## src/rtl/screen_ram_arbiter.sv

```systemverilog
// Screen RAM access arbiter for an 80x25 text display.
// One RAM port is shared by three users. Display scan-out reads have absolute
// priority. The clear-screen sequencer comes next. Host accesses use a
// req/ack handshake and come last.
module screen_ram_arbiter #(
  parameter int          COLS     = 80,
  parameter int          ROWS     = 25,
  parameter logic [7:0]  CLR_CHAR = 8'h20
) (
  input  logic        clk,
  input  logic        rst_n,
  input  logic        disp_req,
  input  logic [11:0] disp_addr,
  output logic        disp_valid,
  input  logic        host_req,
  input  logic        host_we,
  input  logic [11:0] host_addr,
  input  logic [7:0]  host_wdata,
  output logic        host_ack,
  output logic [7:0]  host_rdata,
  input  logic        clr_start,
  output logic        clr_busy,
  output logic [11:0] ram_addr,
  output logic [7:0]  ram_data,
  output logic        ram_wren,
  input  logic [7:0]  ram_q
);

  localparam logic [6:0] COL_MAX = 7'(COLS - 1);
  localparam logic [4:0] ROW_MAX = 5'(ROWS - 1);

  typedef enum logic [1:0] {
    IDLE  = 2'd0,
    ACK   = 2'd1,
    CLEAR = 2'd2
  } state_t;

  state_t      state_q, state_d;
  logic        pend_q, pend_d;
  logic [6:0]  cx_q, cx_d;
  logic [4:0]  cy_q, cy_d;
  logic        disp_valid_q;
  logic        ack_rd_q, ack_rd_d;
  logic        ack_oor_q, ack_oor_d;
  logic [7:0]  rdata_q, rdata_d;
  logic        clr_pend_s;
  logic        host_in_range_s;

  // A clear request counts as pending in the same cycle it arrives, so an
  // idle arbiter enters CLEAR on the very next cycle.
  assign clr_pend_s      = pend_q | (clr_start & (state_q != CLEAR));
  assign host_in_range_s = (host_addr[6:0] <= COL_MAX) && (host_addr[11:7] <= ROW_MAX);

  assign disp_valid = disp_valid_q;
  assign clr_busy   = (state_q == CLEAR);

  // Next-state logic, the RAM port mux and the host response.
  always_comb begin
    state_d    = state_q;
    pend_d     = pend_q;
    cx_d       = cx_q;
    cy_d       = cy_q;
    ack_rd_d   = ack_rd_q;
    ack_oor_d  = ack_oor_q;
    rdata_d    = rdata_q;
    ram_addr   = disp_addr;
    ram_data   = 8'h00;
    ram_wren   = 1'b0;
    host_ack   = 1'b0;
    host_rdata = rdata_q;

    if (clr_start && (state_q != CLEAR)) begin
      pend_d = 1'b1;
    end else begin
      pend_d = pend_q;
    end

    case (state_q)
      IDLE: begin
        if (clr_pend_s) begin
          // A pending clear wins over the host, even if the host asks in the same cycle.
          state_d = CLEAR;
          pend_d  = 1'b0;
          cx_d    = 7'd0;
          cy_d    = 5'd0;
        end else if (host_req && !disp_req) begin
          state_d   = ACK;
          ack_rd_d  = ~host_we;
          ack_oor_d = ~host_in_range_s;
          ram_addr  = host_addr;
          ram_data  = host_wdata;
          ram_wren  = host_we & host_in_range_s;
        end else begin
          state_d = IDLE;
        end
      end
      ACK: begin
        host_ack = 1'b1;
        // ram_q holds the data for the address presented in the grant cycle.
        if (ack_rd_q) begin
          host_rdata = ack_oor_q ? 8'h00 : ram_q;
          rdata_d    = host_rdata;
        end else begin
          host_rdata = rdata_q;
        end
        if (clr_pend_s) begin
          state_d = CLEAR;
          pend_d  = 1'b0;
          cx_d    = 7'd0;
          cy_d    = 5'd0;
        end else begin
          state_d = IDLE;
        end
      end
      CLEAR: begin
        if (!disp_req) begin
          ram_addr = {cy_q, cx_q};
          ram_data = CLR_CHAR;
          ram_wren = 1'b1;
          if (cx_q == COL_MAX) begin
            cx_d = 7'd0;
            if (cy_q == ROW_MAX) begin
              cy_d    = 5'd0;
              state_d = IDLE;
            end else begin
              cy_d = cy_q + 5'd1;
            end
          end else begin
            cx_d = cx_q + 7'd1;
          end
        end else begin
          state_d = CLEAR;
        end
      end
      default: begin
        state_d = IDLE;
      end
    endcase
  end

  // State, counters, the read-data hold register and the display valid flag.
  always_ff @(posedge clk or negedge rst_n) begin
    if (!rst_n) begin
      state_q      <= IDLE;
      pend_q       <= 1'b0;
      cx_q         <= 7'd0;
      cy_q         <= 5'd0;
      disp_valid_q <= 1'b0;
      ack_rd_q     <= 1'b0;
      ack_oor_q    <= 1'b0;
      rdata_q      <= 8'h00;
    end else begin
      state_q      <= state_d;
      pend_q       <= pend_d;
      cx_q         <= cx_d;
      cy_q         <= cy_d;
      disp_valid_q <= disp_req;
      ack_rd_q     <= ack_rd_d;
      ack_oor_q    <= ack_oor_d;
      rdata_q      <= rdata_d;
    end
  end

endmodule

```

## config.mk

```make
export PLATFORM = sky130hd
export DESIGN_NAME = screen_ram_arbiter
export DESIGN_NICKNAME = d
export VERILOG_FILES = /design/src/rtl/screen_ram_arbiter.sv
export SDC_FILE = /design/constraint.sdc
export NUM_CORES = 1
export LEC_CHECK = 0
export CAP_MARGIN = 20
export CORE_ASPECT_RATIO = 0.75
export CORE_MARGIN = 5
export CORE_UTILIZATION = 36
export DETAILED_ROUTE_END_ITERATION = 12
export PLACE_DENSITY = 0.76
export RECOVER_POWER = 25
export SYNTH_ARGS = -nofsm -noshare
export SYNTH_HDL_FRONTEND = slang
export SYNTH_SLANG_ARGS = --single-unit
```

## constraint.sdc

```tcl
create_clock -name clk -period 1.55 [get_ports clk]
set_input_delay 0.31 -clock clk [delete_from_list [all_inputs] [get_ports clk]]
set_output_delay 0.31 -clock clk [all_outputs]
set_load 0.02 [all_outputs]
```

=== Yosys cells after proc, flatten, opt, wreduce, memory -nomap -nowiden ===
Index checks and enable logic that the tools add are counted.

* Flip-flop bits (word level): 26
* Bits in latches: 0
* Bits in writable memories: 0
* Bits in read-only memories: 0
* Bits of input ports: 46
* Output and inout port bits: 32
* Word-level logic and storage cells: 74
* Memories: 0

* Add/subtract/negate cells: 2
* $mul: 0
* Divide/modulo/power cells: 0
* Order comparisons: 2
* Eq/ne operators: 10
* Shifts and indexed selects: 0
* Mux-type cells: 35
* Bitwise gates (word level): 6
* Reduce and logical (&&, ||, !) cells: 11

{| class="wikitable"
|+ Operators by type and width
! cell !! number
|-
| 2-to-1 mux 8 bit || 5
|-
| 2-to-1 mux 12 bit || 3
|-
| one-hot mux 12 bit (2 select lines) || 1
|-
| 2-to-1 mux 7 bit || 3
|-
| 2-to-1 mux 5 bit || 4
|-
| one-hot mux 8 bit (2 select lines) || 1
|-
| one-hot mux 7 bit (2 select lines) || 1
|-
| 2-to-1 mux 2 bit || 5
|-
| one-hot mux 5 bit (2 select lines) || 1
|-
| 2-to-1 mux 1 bit || 8
|-
| adder 7 x 1 -> 7 bit (second input constant) || 1
|-
| equality test 7 bit (second input constant) || 1
|-
| less-or-equal comparator 7 bit (second input constant) || 1
|-
| 2-to-1 mux 6 bit || 1
|-
| inequality test 3 x 2 -> 1 bit (second input constant) || 2
|-
| one-hot mux 2 bit (3 select lines) || 1
|-
| AND reduction 3 bit || 2
|-
| adder 5 x 1 -> 5 bit (second input constant) || 1
|-
| equality test 5 bit (second input constant) || 1
|-
| less-or-equal comparator 5 bit (second input constant) || 1
|-
| inequality test 2 x 1 -> 1 bit (second input constant) || 2
|-
| inequality test 2 bit (second input constant) || 2
|-
| AND reduction 4 bit || 1
|-
| logical AND 1 bit || 3
|-
| other kinds (11) || 14
|}

=== Depth between registers and ports, before layout ===
Gate-level depths: netlist of the first run.

* Word-level depth: 6
* Gate-level depth with buffers: 6
* Depth with buffers taken out: 6

=== Worst setup path before layout of the first run ===
OpenSTA, ideal clock, no wires.

* Path kind: register to output
* Start point: register state_q[0]
* End point: output port host_rdata[5]
* Arrival time: 1,763 ps
* Data required time: 1,240 ps
* Slack: -523 ps
* Stages on the path, launching flop included: 5
* Buffers on the path: 1
* Cells stage by stage: dfrtp_1 nor2b_1 nand2_1 clkbuf_1 o21ai_0

* Cells in the longest elaborated chain, start to end: 2

{| class="wikitable"
|+ RTL lines
! element !! line !! source
|-
| start, declared || 38 || <nowiki>state_t state_q, state_d;</nowiki>
|-
| start signal, assigned || 153 || <nowiki>state_q <= state_d;</nowiki>
|-
| equality test 2 x 1 -> 1 bit || 78 || <nowiki>case (state_q)</nowiki>
|-
| 2-to-1 mux 8 bit || 78 ||
|-
| end, declared || 20 || <nowiki>output logic [7:0] host_rdata,</nowiki>
|}

Every way passes these cells.

=== Worst setup path after layout of the first run ===
* Start point: register state_q[0]
* End point: output port ram_addr[2]

* Cells in the longest elaborated chain, start to end: 5
* Elaborated cells on any way between the ends: 7
* Those cells by class: eq/ne (2); mux (2); bitwise (2); reduce/logical (1)

{| class="wikitable"
|+ RTL lines
! element !! line !! source
|-
| inequality test 2 bit || 51 || <nowiki>assign clr_pend_s = pend_q | (clr_start & (state_q != CLEAR));</nowiki>
|-
| AND 1 bit || 51 ||
|-
| bitwise OR 1 bit || 51 ||
|-
| 2-to-1 mux 12 bit || 80 || <nowiki>if (clr_pend_s) begin</nowiki>
|-
| one-hot mux 12 bit (2 select lines) * || 78 ||
|-
| end, declared || 23 || <nowiki>output logic [11:0] ram_addr,</nowiki>
|}

Every way passes the cells marked *; elsewhere a longest branch is shown, timed or not.

==> results.toml, run 1 <==
[sta]
finalSetupViolCount = 44
clock.fmax_mhz = 480
hold_viol_final = 0
skew_ns = 0.00403
rsz0062_at_grt = "true"
min_period_ns = 2.08
max_slew_margin = 0.549
fin_crit_sh = 1.34
worst_slew_pin_slew_ns = 0.676
drv_slew = 0
worst_slack_ns = -0.533

[placement]
port_buffers = 77
gp_routability_congestion = 0.935
placed_area_sq_um = 2860
dp_hpwl_um = 4350
pre_cts_slack_ns = -1.01

[synth]
synth_warnings = 0
ys_seq_area_frac = 0.415
synth_top_area_share = 0.415
avgSynthCellArea_sq_um = 8.95
synth_area_leaders = "dfrtp_1 (42%), a22o_1 (7.3%), a21o_1 (6.2%)"
syn-cell-area_sq_um = 1570
synth_commonest_cells = "dfrtp_1 (26), nand2_1 (22), o21ai_0 (17)"
synth_edf_count = 0
synth_cell_type_count = 40
synth_nets = 224
ys_seq_elements = 26
async_flop_share = 1.00
yosysMostFrequentCell = "dfrtp_1"
synth_largest_area_cell = "dfrtp_1"
synth_flop_cell = "dfrtp_1"
synthCells = 175

[clock_network]
cts_buffers = 3
clock_latency_ns = 0.27
htreeDepth = 1
cts_tree = "built"
clkSlewWorstSetupHoldPaths_ns = 0.10
clk_path_buf_depth = 2
clock-sinks = 26
cts_hold_buf = 0
root_buffer = "clkbuf_8"

[pwr]
irDropWorstVdd_mv = 0.968
power.density_nw_per_um2 = 1370
leakagePower_nw = 1.67

[setup_path]
crit_type = "flip-flop to output pin"
arrival_ns = 1.77
cpPeakStageDelay_ns = 0.47
end_kind = "output pin"
worstPathRequired_ns = 1.24
worst_path_max_delay_cell = "dfrtp_2"
critPathMaxFanout = 8
crit_top_cell = "buf_6"
start_kind = "flip-flop"
cp_num_buf_inv = 2
path_cells = "nor2_1 -> and4b_2 -> buf_6 -> a22o_1 -> a21o_1 -> buf_6"
critPathTopFamily = "simple AND/OR/NAND/NOR gates"

[detailed_routing]
routedWlPerCell_um = 20.3
postRouteAntennaNets = 0
drtPass1Iterations = 8
vias = 2156
vias_per_cell = 5.66
drc = 2
totalWireLength_um = 7740
drtIter0Drc = 182

[floorplan]
fp-row-count = 20
die-height_um = 67.1
pin_count = 78
die_x_um = 86.2
core-area_sq_um = 4130
start_util = 0.379
die-area_sq_um = 5780

[cells_and_area]
antenna_cells = 0
drive_above_1_share = 0.518
final_nets = 376
final_cell_area_sq_um = 3550
synthToLayoutAreaGrowth_pct = 127

[job]
cap_viol_max_count = 0

[global_routing]
first_global_vias = 2039
grt_usage = 0.224
grt_antenna_before_repair = 0
overflow = 0
grt_pass1_wl_um = 9960
grt_max_degree = 27

[worst_hold_path]
hold_class = "flip-flop to flip-flop"

[run_status]
status = "complete, but fails checks"
failed_checks = "design-rule violations, negative setup slack"
## power breakdown
part           switching, W  total [W]  internal (W)
sequential         0.000195    0.00109      0.000894
combinational       0.00151    0.00321       0.00170
clock              0.000230   0.000576      0.000346
total               0.00193    0.00487       0.00294
## per-stage QoR
stage	setup TNS (ns)	hold slack, ns	instances	utilization	total power, W
CTS	-11.27	0.400	359	0.759	0.00410
global placement	-28.95	0.476	349	0.692	0.00323
global route	-17.57	0.515	381	0.861	0.00509
floorplan	-1.25	0.0144	175	-	0.00214
detailed placement	-30.40	0.484	349	0.692	0.00328
finish	-15.01	0.517	381	0.861	0.00487
## sequential cells by signal (all words and copies together) (netlist names)
name,flops
ack_oor_q,1
state_q,2
rdata_q,8
ack_rd_q,1
cx_q,7
pend_q,1
disp_valid,1
cy_q,5
## path summary, 6_finish.rpt
path	startpoint	endpoint	slack, ns	cells after the start
max	state_q[0]$_DFFE_PN0P_	ram_addr[2]	-0.53	6
min	rdata_q[7]$_DFF_PN0_	rdata_q[7]$_DFF_PN0_	0.52	2
max reg2reg	state_q[1]$_DFFE_PN0P_	cy_q[2]$_DFFE_PN0P_	-0.18	8
min reg2reg	rdata_q[7]$_DFF_PN0_	rdata_q[7]$_DFF_PN0_	0.52	2
max in group asynchronous	rst_n	state_q[1]$_DFFE_PN0P_	0.48	2
min in group asynchronous	rst_n	cy_q[0]$_DFFE_PN0P_	0.59	2
## area by class of cell
cell class	instances	area (sq um)
clock inverter	1	30.0
fill	220	576
inverter	3	12.5
clock buffer	3	41.3
timing repair buffer	157	1550
multi-input combinational	136	1200
sequential	26	653
tap	55	68.8
## cell usage in the layout (no fill, tap or decap), drive strengths merged, types with 3 or more instances in the layout
cell           instances
buf                  109
clkdlybuf4s50         42
dfrtp                 26
nand2                 22
o21ai                 17
a22o                  13
a21o                  13
nand2b                10
nand3                  8
nor2                   8
and2                   7
clkbuf                 5
a21oi                  3
a31oi                  3
nor2b                  3
nor4                   3
ha                     3
## layer usage
layer	part of all wire	global-route usage	wire length [um]
met5	0	0	0
met4	0.034	0.0467	263
met3	0.095	0.0692	732
met2	0.49	0.413	3800
met1	0.38	0.258	2950
## kinds of logic after synthesis
group                    share of synthesized area
AO/OA/AOI/OAI                                0.272
flip-flops                                   0.415
AND/OR/NAND/NOR                              0.249
buffers and inverters                       0.0343
adder cells (fa/ha/maj)                     0.0240
XOR/XNOR                                   0.00559
## tightest hold or removal path, delay by kind of cell (launching register included)
| family | cells | cell delay [ns] |
|---|---|---|
| flops | 1 | 0.35 |
| simple gates | 1 | 0.07 |
| compound gates | 1 | 0.07 |
## repair_timing
action                                  4_1_cts  5_1_grt
gates cloned                                  1        0
resized for setup                           223       65
endpoints found under the setup margin       41       45
pin swaps                                    11       23
buffers inserted                              5       22
Note: power is estimated with default switching activity, not from simulation.
==> run 2: changes to the inputs <==
--- a/config.mk
+++ b/config.mk
@@ -9,9 +9,11 @@
 export CORE_ASPECT_RATIO = 0.75
 export CORE_MARGIN = 5
 export CORE_UTILIZATION = 36
+export CTS_CLUSTER_SIZE = 14
 export DETAILED_ROUTE_END_ITERATION = 12
 export PLACE_DENSITY = 0.76
 export RECOVER_POWER = 25
+export SLEW_MARGIN = 20
 export SYNTH_ARGS = -nofsm -noshare
 export SYNTH_HDL_FRONTEND = slang
 export SYNTH_SLANG_ARGS = --single-unit
==> results of run 2 <==
No change in the layout: final DEF, timing and power equal those of run 1.
